### src/rtl/ifu_fetch_unit_pkg.sv
// Shared definitions for the instruction-fetch unit: predecode opcodes and
// the fetch-control state encoding.
package ifu_fetch_unit_pkg;

    localparam logic [6:0] OPC_JAL    = 7'b1101111;
    localparam logic [6:0] OPC_JALR   = 7'b1100111;
    localparam logic [6:0] OPC_BRANCH = 7'b1100011;

    typedef enum logic [1:0] {
        RX_PEND = 2'd0,
        TX_PEND = 2'd1,
        BC_PEND = 2'd2,
        FS_PEND = 2'd3
    } ifu_state_e;

endpackage

### src/rtl/ifu_sync_fifo.sv
// Single-clock valid/ready FIFO; DEPTH must be a power of two so the
// read/write pointers wrap naturally.
module ifu_sync_fifo #(
    parameter int DATA_WIDTH = 32,
    parameter int DEPTH      = 8
) (
    input  logic                  clk,
    input  logic                  rstn,
    input  logic                  in_valid,
    output logic                  in_ready,
    input  logic [DATA_WIDTH-1:0] in_data,
    output logic                  out_valid,
    input  logic                  out_ready,
    output logic [DATA_WIDTH-1:0] out_data
);

    localparam int PTR_W = (DEPTH > 1) ? $clog2(DEPTH) : 1;
    localparam int CNT_W = $clog2(DEPTH) + 1;

    logic [DATA_WIDTH-1:0] mem [DEPTH];
    logic [PTR_W-1:0]      wr_ptr;
    logic [PTR_W-1:0]      rd_ptr;
    logic [CNT_W-1:0]      count;
    logic                  push;
    logic                  pop;

    assign in_ready  = (count != CNT_W'(DEPTH));
    assign out_valid = (count != '0);
    assign out_data  = mem[rd_ptr];
    assign push      = in_valid & in_ready;
    assign pop       = out_valid & out_ready;

    always_ff @(posedge clk or negedge rstn) begin
        if (!rstn) begin
            wr_ptr <= '0;
            rd_ptr <= '0;
            count  <= '0;
        end else begin
            if (push) wr_ptr <= wr_ptr + PTR_W'(1);
            if (pop)  rd_ptr <= rd_ptr + PTR_W'(1);
            count <= count + CNT_W'(push) - CNT_W'(pop);
        end
    end

    // Storage needs no reset: entries are only read while count says valid.
    always_ff @(posedge clk) begin
        if (push) mem[wr_ptr] <= in_data;
    end

endmodule

### src/rtl/ifu_fetch_unit.sv
// Instruction-fetch unit: issues a bus read per accepted PC, pairs returned
// words with their PCs in order, and stalls/flushes around control transfers.
module ifu_fetch_unit
    import ifu_fetch_unit_pkg::*;
#(
    parameter int DEPTH = 8,
    parameter int CNT_W = $clog2(DEPTH) + 1
) (
    input  logic             clk,
    input  logic             rstn,
    input  logic             ifu_rx_valid,
    output logic             ifu_rx_ready,
    input  logic [31:0]      ifu_rx_pc,
    output logic             ifu_tx_valid,
    input  logic             ifu_tx_ready,
    output logic [31:0]      ifu_tx_pc,
    output logic [31:0]      ifu_tx_inst,
    output logic             bus_req_valid,
    output logic [31:0]      bus_req_addr,
    input  logic             bus_rsp_valid,
    input  logic [31:0]      bus_rsp_data,
    input  logic             ifu_rx_pc_valid,
    input  logic             ifu_rx_bc_en,
    output ifu_state_e       dbg_state,
    output logic [CNT_W-1:0] dbg_occ
);

    // Handshakes: a transfer happens on a rising edge where valid and ready
    // are both high; valid and its payload hold until that edge.

    ifu_state_e       state;
    logic [CNT_W-1:0] occ;
    logic [CNT_W-1:0] occ_next;

    logic        pc_in_ready, pc_out_valid;
    logic        inst_in_ready, inst_out_valid;
    logic [31:0] pc_head, inst_head;
    logic        accept_state, rx_ena, hv, tx_ena, flush_pop, pop;
    logic        head_is_cti;

    // Queue space is implied by occ < DEPTH; the FIFO readies are redundant.
    assign accept_state = (state == RX_PEND) || (state == TX_PEND);
    assign ifu_rx_ready = accept_state & ifu_tx_ready & (occ < CNT_W'(DEPTH))
                          & pc_in_ready & inst_in_ready;
    assign rx_ena       = ifu_rx_valid & ifu_rx_ready;

    assign bus_req_valid = rx_ena;
    assign bus_req_addr  = ifu_rx_pc;

    assign hv           = pc_out_valid & inst_out_valid;
    assign ifu_tx_valid = hv & (state == TX_PEND);
    assign ifu_tx_pc    = pc_head;
    assign ifu_tx_inst  = inst_head;
    assign tx_ena       = ifu_tx_valid & ifu_tx_ready;
    assign flush_pop    = hv & (state == FS_PEND);
    assign pop          = tx_ena | flush_pop;

    assign occ_next = occ + CNT_W'(rx_ena) - CNT_W'(pop);

    assign head_is_cti = (inst_head[6:0] == OPC_JAL) ||
                         (inst_head[6:0] == OPC_JALR) ||
                         (inst_head[6:0] == OPC_BRANCH);

    assign dbg_state = state;
    assign dbg_occ   = occ;

    ifu_sync_fifo #(.DATA_WIDTH(32), .DEPTH(DEPTH)) u_pc_q (
        .clk       (clk),
        .rstn      (rstn),
        .in_valid  (rx_ena),
        .in_ready  (pc_in_ready),
        .in_data   (ifu_rx_pc),
        .out_valid (pc_out_valid),
        .out_ready (pop),
        .out_data  (pc_head)
    );

    ifu_sync_fifo #(.DATA_WIDTH(32), .DEPTH(DEPTH)) u_inst_q (
        .clk       (clk),
        .rstn      (rstn),
        .in_valid  (bus_rsp_valid),
        .in_ready  (inst_in_ready),
        .in_data   (bus_rsp_data),
        .out_valid (inst_out_valid),
        .out_ready (pop),
        .out_data  (inst_head)
    );

    always_ff @(posedge clk or negedge rstn) begin
        if (!rstn) begin
            state <= RX_PEND;
            occ   <= '0;
        end else begin
            occ <= occ_next;
            case (state)
                RX_PEND: if (rx_ena) state <= TX_PEND;
                TX_PEND: begin
                    // The CTI leaves this cycle; younger fetches wait behind it.
                    if (tx_ena && head_is_cti) state <= BC_PEND;
                    else if (occ_next == '0)   state <= RX_PEND;
                end
                BC_PEND: begin
                    if (ifu_rx_pc_valid) begin
                        if (ifu_rx_bc_en)    state <= FS_PEND;
                        else if (occ != '0)  state <= TX_PEND;
                        else                 state <= RX_PEND;
                    end
                end
                FS_PEND: if (occ_next == '0) state <= RX_PEND;
            endcase
        end
    end

endmodule

### config.mk
export PLATFORM = sky130hd
export DESIGN_NAME = ifu_fetch_unit
export DESIGN_NICKNAME = d
export VERILOG_FILES = /design/src/rtl/ifu_fetch_unit_pkg.sv /design/src/rtl/ifu_sync_fifo.sv /design/src/rtl/ifu_fetch_unit.sv
export SDC_FILE = /design/constraint.sdc
export NUM_CORES = 1
export LEC_CHECK = 0
export BUFFER_PORTS_ARGS = -buffer_cell sky130_fd_sc_hd__buf_4
export CAP_MARGIN = 5
export CORE_ASPECT_RATIO = 0.5
export CORE_MARGIN = 3
export CORE_UTILIZATION = 60
export DETAILED_ROUTE_END_ITERATION = 6
export PLACE_DENSITY = 0.8
export SETUP_SLACK_MARGIN = 0.05
export SYNTH_ARGS = -nofsm -noshare
export SYNTH_HDL_FRONTEND = slang
export SYNTH_SLANG_ARGS = --single-unit
### constraint.sdc
create_clock -name clk -period 6.75 [get_ports clk]
set_input_delay 1.35 -clock clk [delete_from_list [all_inputs] [get_ports clk]]
set_output_delay 1.35 -clock clk [all_outputs]
set_load 0.02 [all_outputs]
==> results_dict.tcl, run 1 <==
set metrics [dict create \
    status "completed" \
    holdWs_ns 0.5176 \
    synth_edf_count 512 \
    stdcell_area_um2 24070 \
    rrSetupSlack_ns 3.40 \
    grt_max_degree 60 \
    timing.fmax_ghz 0.2181 \
    viasPerCell 5.963 \
    htreeDepth 2 \
    met2_length_mm 20.81 \
    core-area_um2 33750 \
    hold_path.class "flip-flop to flip-flop" \
    nFillCells 2004 \
    worstSetupPathDepth 4 \
    skew_ns 0.02013 \
    cts_tree "built" \
    clk_pin_slew_worst_paths_ns 0.07 \
    ant_nets 0 \
    rsz0062_at_grt "no" \
    drv_cap 0 \
    power.leakage_nw 8.079 \
    fp.dieW_um 270.5 \
    grt_use_total_pct 21.54 \
    insertedDiodeCount 0 \
    final_net_count 1194 \
    slowest_stage "dfrtp_4" \
    cts_setup_buffers 0 \
    row_count 47 \
    final-setup-viol-count 0 \
    grt_remaining_overflow 0 \
    period_minus_slack_ns 4.584 \
    first_global_vias 10170 \
    fin_cells 1597 \
    slew_viol_final 0 \
    synth_nets 1026 \
    ios 176 \
    cts_buffers 44 \
    ys_warn_count 0 \
    hold_depth 1 \
    postSynthCellCount 931 \
    place_area_um2 22710 \
    synth_commonest_cells "edfxtp_1, mux4_2, mux2_2" \
    cts_sinks 538 \
    wl_met3_mm 1.768 \
    min-delay-start "u_pc_q.wr_ptr[2]$_DFFE_PN0P_" \
    grt_pass1_wl_mm 61.21 \
    fin_crit_sh_pct 67.91 \
    drt_first_pass_iters 5 \
    min_to "u_pc_q.wr_ptr[2]$_DFFE_PN0P_" \
    synth_flop_cell "edfxtp_1" \
    dp_hpwl_mm 22.03 \
    hold_viol 0 \
    cp-end-kind "output port" \
    rr_worst_depth 14 \
    die_y_um 138.2 \
    start_util_pct 62.15 \
    clockBufferDepth 3 \
    async_flop_share_pct 4.833 \
    drc_errors 0 \
    cp.buffers_inverters 2 \
    critPathArrivalTime_ns 3.23 \
    vias 9523 \
    post_cts_resized 0 \
    drive_gt1_share_pct 41.52 \
    antenna_found_initial 0 \
    first_iter_violations 828 \
    synth_area_leaders "edfxtp_1, mux4_2, mux2_2" \
    routed_wl_mm 39.34 \
    synth_top_area_share_pct 73.28 \
    avgSynthCellArea_um2 22.54 \
    port_buffers 175 \
    critPathKind "flip-flop to output port" \
    worst_pin_slew_ns 1.195 \
    ys_types 36 \
    dieArea_um2 37380 \
    vdd_drop_max_mv 0.2633 \
    maxSlewHeadroom_pct 20.16 \
    clock-root-buffer "clkbuf_16" \
    timing.rr.start "u_pc_q.count[2]$_DFF_PN0_" \
    gp_congestion 0.7699 \
    p_per_area_nw_per_um2 429.0 \
    dp_cells 1518 \
    critPathMaxStageDelay_ns 0.83 \
    cp_top_family "multiplexers" \
    setup_tns_ns 0 \
    cts_hold_buf 0 \
    post_drt_wl_per_cell_um 24.63 \
    synth_area_um2 20980 \
    ys_ff_latch 538 \
    synth_seq_area_share_pct 76.38 \
    area_growth_pct 14.71 \
    wl_met1_mm 16.07 \
    top_layer_used "met4" \
    critPathLaunchType "flip-flop" \
    synth.largest_area_cell "edfxtp_1" \
    path_cells "buf_4 > mux4_2 > mux2_2 > buf_4" \
    finalPower_w 0.01033 \
    insertion_delay_ns 0.56 \
    synth_most_common_cell "edfxtp_1" \
    crit-reg2reg-capture "dbg_state[1]$_DFFE_PN0P_" \
    path_max_fanout 35 \
    required_ns 5.40 \
    cpMostUsedCell "buf_4" \
]
-- sequential cells by signal, indices dropped and copies added (netlist names) --
| name | count |
|---|---|
| dbg_occ | 4 |
| dbg_state | 2 |
| u_pc_q.wr_ptr | 3 |
| u_inst_q.rd_ptr | 3 |
| u_inst_q.wr_ptr | 3 |
| u_pc_q.mem | 256 |
| u_inst_q.mem | 256 |
| u_inst_q.count | 4 |
| u_pc_q.rd_ptr | 3 |
| u_pc_q.count | 4 |
-- power breakdown --
group | switching (W) | total, W | internal, W
clock | 0.00114 | 0.00246 | 0.00133
combinational | 0.00176 | 0.00347 | 0.00171
sequential | 0.000316 | 0.00440 | 0.00408
total | 0.00321 | 0.0103 | 0.00712
-- worst register-to-register path: stages, from the launching register on --
cell and delay [ns]:
dfrtp_1 0.33, inv_1 0.07, ha_1 0.22, a221oi_1 0.43, o21a_1 0.50, ha_1 0.32
inv_1 0.06, ha_1 0.15, inv_1 0.06, fa_1 0.49, inv_1 0.05, nor3_1 0.19
inv_1 0.08, o31ai_1 0.21, o21bai_1 0.09
-- worst max path at each step --
stage	end	start
finish	ifu_tx_inst[7]	u_inst_q.rd_ptr[0]$_DFFE_PN0P_
CTS	ifu_tx_inst[7]	u_inst_q.rd_ptr[0]$_DFFE_PN0P_
global route	ifu_tx_inst[11]	u_inst_q.rd_ptr[0]$_DFFE_PN0P_
detailed placement	u_pc_q.mem[5][17]$_DFFE_PP_	ifu_tx_ready
global placement	u_pc_q.mem[1][16]$_DFFE_PP_	ifu_tx_ready
floorplan	u_pc_q.mem[0][0]$_DFFE_PP_	ifu_tx_ready
-- per-stage QoR --
stage	util, %	setup slack [ns]
floorplan	-	1.431
global placement	67.29	2.711
detailed placement	67.29	2.613
CTS	71.30	2.037
global route	71.30	1.901
finish	71.30	2.166
-- layout make-up --
| cell class | instances | area [µm²] | share of cell area, % |
|---|---|---|---|
| Clock buffer | 57 | 1192 | 4.955 |
| Tap cell | 465 | 581.8 | 2.417 |
| Multi-Input combinational cell | 297 | 4558 | 18.94 |
| Clock inverter | 22 | 161.4 | 0.6707 |
| Timing Repair Buffer | 191 | 1434 | 5.958 |
| Inverter | 27 | 101.3 | 0.4211 |
| Sequential cell | 538 | 16040 | 66.64 |
-- cells by family after synthesis --
family,share of synthesized area (%)
AOI/OAI and AO/OA,0.6381
buffers and inverters,2.415
adders and majority gates,1.539
xor gates and xnor gates,0.5845
and+or+nand+nor,1.050
muxes,17.39
DFF,76.38
-- layout by cell type, fill, tap and decap left out, types with 4 or more instances in the layout --
cell	Yosys	final
edfxtp_1	512	512
buf_4	32	191
mux4_2	128	128
mux2_2	67	67
clkbuf_16	0	46
inv_1	27	27
ha_1	21	21
dfrtp_1	26	20
nor2_4	0	12
clkbuf_1	12	11
clkinv_2	0	11
nand2_1	10	10
clkinv_1	0	8
xnor2_1	7	7
xor2_1	7	7
nand2b_1	7	7
nor3_2	1	5
a21oi_1	4	4
dfrtp_2	0	4
-- per-layer routing --
metal | vias up | global-route usage [%]
met2 | 246 | 37.16
li1 | 4124 | -
met5 | - | 0
met4 | 0 | 5.186
met3 | 60 | 3.688
met1 | 5093 | 29.38
No activity file was read; power rests on OpenSTA's default activity.
==> run 2, diff against run 1 <==
--- a/config.mk
+++ b/config.mk
@@ -5,13 +5,14 @@
 export SDC_FILE = /design/constraint.sdc
 export NUM_CORES = 1
 export LEC_CHECK = 0
+export ABC_AREA = 1
 export BUFFER_PORTS_ARGS = -buffer_cell sky130_fd_sc_hd__buf_4
 export CAP_MARGIN = 5
 export CORE_ASPECT_RATIO = 0.5
 export CORE_MARGIN = 3
-export CORE_UTILIZATION = 60
+export CORE_UTILIZATION = 54
 export DETAILED_ROUTE_END_ITERATION = 6
-export PLACE_DENSITY = 0.8
+export PLACE_DENSITY = 0.76
 export SETUP_SLACK_MARGIN = 0.05
 export SYNTH_ARGS = -nofsm -noshare
 export SYNTH_HDL_FRONTEND = slang
==> constraint.sdc (replaced) <==
create_clock -name clk -period 3.8 [get_ports clk]
set_input_delay 0.76 -clock clk [delete_from_list [all_inputs] [get_ports clk]]
set_output_delay 0.76 -clock clk [all_outputs]
set_load 0.02 [all_outputs]
==> run 2 against run 1 <==
Sequential cell count unchanged. Sequential share of layout area down 3.0 points. Worst setup slack lost 1.8 ns. First-iteration DRC count up 46%. Synthesized area grew 4.0%. Routed wire length increased by 15%. Combinational power fell by 70%. Final area is 4.7% higher. Critical path depth up 3. Critical endpoint is now ifu_tx_inst[12].
==> results_dict.tcl, run 2 <==
set metrics [dict create \
    cts_tree "built" \
    ant_nets 0 \
    required_ns 3.04 \
    synth.largest_area_cell "edfxtp_1" \
    ys_types 34 \
    period_minus_slack_ns 3.398 \
    post_drt_wl_per_cell_um 18.50 \
    routed_wl_mm 45.24 \
    nFillCells 2819 \
    hold_path.class "input pin to asynchronous set/reset pin" \
    synth_most_common_cell "edfxtp_1" \
    drive_gt1_share_pct 16.81 \
    worst_pin_slew_ns 0.8125 \
    ys_warn_count 0 \
    layout_commonest_cell "edfxtp_1" \
    postSynthCellCount 1749 \
    post_cts_resized 0 \
    insertion_delay_ns 0.56 \
    clockBufferDepth 3 \
    first_iter_violations 1206 \
    synth_area_um2 21830 \
    maxSlewHeadroom_pct 45.83 \
    cpMostUsedCell "buf_4" \
    synth_edf_count 512 \
    dp_hpwl_mm 24.19 \
    grt_remaining_overflow 0 \
    p_per_area_nw_per_um2 518.1 \
    area_growth_pct 15.41 \
    ios 176 \
    switching_share_pct 22.12 \
    holdWs_ns 0.1257 \
    synth_flop_cell "edfxtp_1" \
    vias 13470 \
    async_flop_share_pct 4.833 \
    fin_crit_sh_pct 89.43 \
    power.leakage_nw 8.988 \
    rsz0062_at_grt "no" \
    gp_congestion 0.7511 \
    critPathArrivalTime_ns 2.64 \
    cts_buffers 46 \
    reg.largest.list "u_inst_q.mem: 256 flops, u_pc_q.mem: 256 flops" \
    synth_commonest_cells "edfxtp_1, nor2_1, o21ai_0" \
    synth_area_leaders "edfxtp_1, nor2_1, o21ai_0" \
    critPathKind "flip-flop to output port" \
    cp-end-kind "output port" \
    port_buffers 175 \
    synth_top_area_share_pct 70.44 \
    cts_sinks 538 \
    insertedDiodeCount 0 \
    cts_setup_buffers 0 \
    slew_viol_final 0 \
    start_util_pct 55.44 \
    die_y_um 148.2 \
    ys_ff_latch 538 \
    worstSetupStartpoint "u_inst_q.rd_ptr[0]$_DFFE_PN0P_" \
    path_cells "clkinv_2 > buf_4 > o21ai_0 > o22ai_1 > nor2_1 > a31oi_1 > buf_4" \
    critPathLaunchType "flip-flop" \
    grt_max_degree 131 \
    cts_hold_buf 0 \
    final_net_count 1974 \
    row_count 51 \
    final-setup-viol-count 0 \
    path_max_fanout 38 \
    grt_use_total_pct 20.73 \
    antenna_found_initial 0 \
    pwr-share-seq_pct 54.1 \
    avgSynthCellArea_um2 12.48 \
    clk_pin_slew_worst_paths_ns 0.07 \
    drt_first_pass_iters 5 \
    core-area_um2 39370 \
    setup_tns_ns 0 \
    timing.rr.start "u_inst_q.count[3]$_DFF_PN0_" \
    vdd_drop_max_mv 0.2943 \
    synth_nets 1844 \
    hold_viol 0 \
    first_global_vias 13110 \
    timing.fmax_ghz 0.2943 \
    dieArea_um2 43020 \
    slowest_stage "clkinv_2" \
    critPathMaxStageDelay_ns 0.45 \
    htreeDepth 2 \
    grt_pass1_wl_mm 70.87 \
    synth_seq_area_share_pct 73.42 \
    status "completed" \
    mostFrequentLayoutCells "edfxtp_1, nor2_1, o21ai_0" \
    clock-root-buffer "clkbuf_16" \
    p_clk_share_pct 38.0 \
    p_int_w 0.01017 \
    drc_errors 0 \
    viasPerCell 5.508 \
    drv_cap 0 \
    skew_ns 0.01620 \
    p_switching_w 0.002887 \
    fp.dieW_um 290.3 \
    p_comb_share_pct 8.0 \
]
## run 2: changes by cell type in the layout (fill, tap and decap cells not counted), sizes merged, moves of 67 or more
cell,change
nor2,+405
o21ai,+231
inv,+67
mux4,-128
mux2,-68
nand2,+113
## run 2: through the flow
step / utilization [%] / cell area [µm²] / power, W / std cells / worst slack (ns)
floorplan: - / 21840 / 0.007732 / 1749 / -0.6305
global placement: 59.92 / 23590 / 0.008187 / 2361 / 0.9104
detailed placement: 59.92 / 23590 / 0.008223 / 2361 / 0.8724
CTS: 63.98 / 25190 / 0.01314 / 2446 / 0.3880
global route: 63.98 / 25190 / 0.01354 / 2446 / 0.2439
finish: 63.98 / 25190 / 0.01305 / 2446 / 0.4018
## run 2: path summary, 6_finish.rpt
| path | depth (start not counted) | slack, ns | to |
|---|---|---|---|
| max in group asynchronous | 1 | 3.36 | u_pc_q.rd_ptr[0]$_DFFE_PN0P_ |
| min in group clk | 1 | 0.43 | u_inst_q.mem[4][31]$_DFFE_PP_ |
| worst max register to register | 17 | 1.08 | dbg_state[1]$_DFFE_PN0P_ |
| worst min-delay path | 1 | 0.13 | dbg_occ[0]$_DFF_PN0_ |
| worst min register to register | 2 | 0.54 | u_inst_q.wr_ptr[0]$_DFFE_PN0P_ |
| worst max-delay path | 7 | 0.40 | ifu_tx_inst[12] |
## run 2: critical path: cells and delay by family, from the launching register on
kind | cells | cell delay, ns
buffers and inverters | 3 | 1.06
flip-flops | 1 | 0.43
AO/OA/AOI/OAI | 3 | 0.43
AND/OR/NAND/NOR | 1 | 0.13
## run 2: logic make-up (layout without fill, tap and decap cells)
logic type / Yosys count / after routing / share of synthesized area [%]
simple gates: 599 / 599 / 10.87
compound gates: 353 / 353 / 8.856
fa+ha+maj: 24 / 24 / 1.479
buf+inv: 224 / 391 / 4.936
flops: 538 / 538 / 73.42
xor+xnor: 11 / 11 / 0.4414
## run 2: routing by layer
| layer | vias up | global-route usage (%) | wire, µm |
|---|---|---|---|
| met2 | 402 | 37.67 | 23290 |
| met5 | - | 0 | 0 |
| met4 | 0 | 4.904 | 731 |
| li1 | 6412 | - | - |
| met3 | 63 | 3.521 | 2582 |
| met1 | 6595 | 26.31 | 18640 |
## run 2: cell type report
cell class	count	area, µm²	area share (%)
Clock inverter	30	392.9	1.560
Clock buffer	55	1206	4.788
Tap cell	530	663.1	2.632
Inverter	94	355.3	1.411
Multi-Input combinational cell	987	4847	19.24
Sequential cell	538	16040	63.65
Timing Repair Buffer	212	1692	6.715
## run 2: power groups by stage
stage | combinational (W) | sequential [W] | clock (W)
after global placement | 0.00102 | 0.00717 | 0
after floorplan | 0.000559 | 0.00717 | 0
after global routing | 0.00115 | 0.00708 | 0.00531
after detailed placement | 0.00104 | 0.00718 | 0
after CTS | 0.00105 | 0.00706 | 0.00503
final | 0.00104 | 0.00706 | 0.00496
==> run 3, diff against run 2 <==
--- a/config.mk
+++ b/config.mk
@@ -10,9 +10,9 @@
 export CAP_MARGIN = 5
 export CORE_ASPECT_RATIO = 0.5
 export CORE_MARGIN = 3
-export CORE_UTILIZATION = 54
+export CORE_UTILIZATION = 60
 export DETAILED_ROUTE_END_ITERATION = 6
-export PLACE_DENSITY = 0.76
+export PLACE_DENSITY = 0.8
 export SETUP_SLACK_MARGIN = 0.05
 export SYNTH_ARGS = -nofsm -noshare
 export SYNTH_HDL_FRONTEND = slang
==> constraint.sdc (replaced) <==
create_clock -name clk -period 3.77 [get_ports clk]
set_input_delay 0.754 -clock clk [delete_from_list [all_inputs] [get_ports clk]]
set_output_delay 0.754 -clock clk [all_outputs]
set_load 0.02 [all_outputs]
==> run 3 against run 2 <==
Count of clock-buffer cells in the layout grew 2. Via count grew 1.3%. Largest power group unchanged. Critical path type unchanged. Non-clock buffer count shrank 1. Routed wire length grew 1.1%. Clock skew is essentially flat. Clock power shrank 3%. Register-to-register slack lost 0.10 ns.
==> results_dict.tcl, run 3 (synthesis results as in run 2) <==
set metrics [dict create \
    vias 13650 \
    hold_path.class "input pin to asynchronous set/reset pin" \
    postLayoutSetupSlackWorst_ns 0.3491 \
    ios 176 \
    critPathMaxStageDelay_ns 0.67 \
    ant_nets 0 \
    first_global_vias 13710 \
    drt_first_pass_iters 5 \
    final-setup-viol-count 0 \
    drv_cap 0 \
    core-area_um2 35130 \
    grt_max_degree 131 \
    hold_viol 0 \
    row_count 48 \
    cts_tree "built" \
    dieArea_um2 38840 \
    drive_gt1_share_pct 16.72 \
    slew_viol_final 0 \
    status "completed" \
    post_drt_wl_per_cell_um 19.15 \
    reg.largest.list "u_inst_q.mem: 256 flops, u_pc_q.mem: 256 flops" \
    rrSetupSlack_ns 0.98 \
    routed_wl_mm 45.75 \
    die_y_um 140.9 \
    crit-reg2reg-capture "dbg_state[1]$_DFFE_PN0P_" \
    skew_ns 0.01590 \
    clock-root-buffer "clkbuf_16" \
    final_util_pct 71.27 \
    rsz0062_at_grt "no" \
    power.leakage_nw 8.945 \
    p_per_area_nw_per_um2 518.9 \
    path_cells "inv_2 > buf_4 > o21ai_0 > o22ai_1 > nor2_1 > a31oi_1 > buf_4" \
    timing.fmax_ghz 0.2923 \
    seqCellArea_um2 16040 \
    viasPerCell 5.712 \
    worst_pin_slew_ns 0.8063 \
    rr_worst_depth 17 \
    clk_pin_slew_worst_paths_ns 0.07 \
    insertion_delay_ns 0.56 \
    fin_crit_sh_pct 90.74 \
    htreeDepth 2 \
    period_minus_slack_ns 3.421 \
    cp.buffers_inverters 3 \
    drc_errors 0 \
    vdd_drop_max_mv 0.4655 \
    gp_congestion 0.8136 \
    required_ns 3.02 \
    dp_hpwl_mm 24.41 \
    antenna_found_initial 0 \
    critPathLaunchType "flip-flop" \
    insertedDiodeCount 0 \
    critPathKind "flip-flop to output port" \
    final_net_count 1972 \
    cpMostUsedCell "buf_4" \
    timing.rr.start "u_inst_q.count[2]$_DFF_PN0_" \
    first_iter_violations 1423 \
    finalPower_w 0.01299 \
    mostFrequentLayoutCells "edfxtp_1, nor2_1, o21ai_0" \
    place_area_um2 23520 \
    cts_buffers 45 \
    cts_sinks 538 \
    fp.dieW_um 275.7 \
    cp-end-kind "output port" \
    multiInputGateArea_um2 4847 \
    critPathArrivalTime_ns 2.67 \
    dp_slack_ns 0.7961 \
    grt_use_total_pct 23.58 \
    layout_commonest_cell "edfxtp_1" \
    path_max_fanout 37 \
    maxSlewHeadroom_pct 46.25 \
    grt_remaining_overflow 0 \
    start_util_pct 62.13 \
    area_growth_pct 14.71 \
    clockBufferDepth 3 \
    cp_top_family "buffers and inverters" \
    stdcell_area_um2 25040 \
    grt_pass1_wl_mm 71.53 \
    slowest_stage "dfrtp_2" \
    nFillCells 2268 \
    port_buffers 175 \
]
## run 3: changes by cell type in the layout (fill, tap and decap cells not counted), moves of 2 or more
| cell | previous run | this run |
|---|---|---|
| buf_4 | 204 | 202 |
| clkinv_1 | 9 | 7 |
| bufinv_16 | 9 | 6 |
| clkbuf_1 | 8 | 10 |
## run 3: metal layers
layer | wire length (µm) | vias up | share of wire [%] | global-route usage [%]
met1 | 18770 | 6662 | 41 | 30.77
met3 | 2680 | 99 | 5.9 | 3.776
li1 | - | 6398 | - | -
met2 | 23040 | 486 | 50 | 40.90
met4 | 1264 | 0 | 2.8 | 7.892
met5 | 0 | - | 0 | 0
## run 3: where the power goes
part / internal (W) / switching, W / leakage (nW) / total, W
registers: 0.00701 / 0.000109 / 4.92 / 0.00712
clock network: 0.00272 / 0.00209 / 0.734 / 0.00480
logic: 0.000331 / 0.000741 / 3.29 / 0.00107
## run 3: final cells by class
cell class | instances | share of cell area, %
repair buffers | 211 | 6.741
clock buffers | 57 | 4.847
clock inverters | 27 | 1.219
inverters | 94 | 1.419
multi-input cells | 987 | 19.36
well taps | 475 | 2.374
flip-flops and latches | 538 | 64.04
## run 3: per-stage QoR
step           instances  hold slack (ns)  setup TNS, ns
2_1_floorplan       1749           0.4584         -41.88
3_3_place_gp        2305           0.5144              0
3_5_place_dp        2305           0.5271              0
4_1_cts             2389           0.1077              0
5_1_grt             2389           0.1213              0
6_report            2389           0.1187              0
## run 3: worst max path at each step
stage                     depth (start not counted)                            from                    endpoint  slack (ns)
final                                             7  u_inst_q.rd_ptr[1]$_DFFE_PN0P_             ifu_tx_inst[24]        0.35
after detailed placement                          7  u_inst_q.rd_ptr[0]$_DFFE_PN0P_             ifu_tx_inst[16]        0.80
after floorplan                                   6                    ifu_tx_ready  u_pc_q.mem[3][0]$_DFFE_PP_       -0.65
after CTS                                         7  u_inst_q.rd_ptr[0]$_DFFE_PN0P_             ifu_tx_inst[16]        0.19
after global placement                            7  u_inst_q.rd_ptr[0]$_DFFE_PN0P_             ifu_tx_inst[16]        0.87
after global routing                              7  u_inst_q.rd_ptr[1]$_DFFE_PN0P_             ifu_tx_inst[17]        0.18
## run 3: what timing repair did
action | in CTS | in global routing
resized for setup | 0 | 1
setup buffers | 0 | 0
hold buffers | 0 | 0
endpoints found under the hold margin | 0 | 0
setup endpoints to repair | 0 | 8
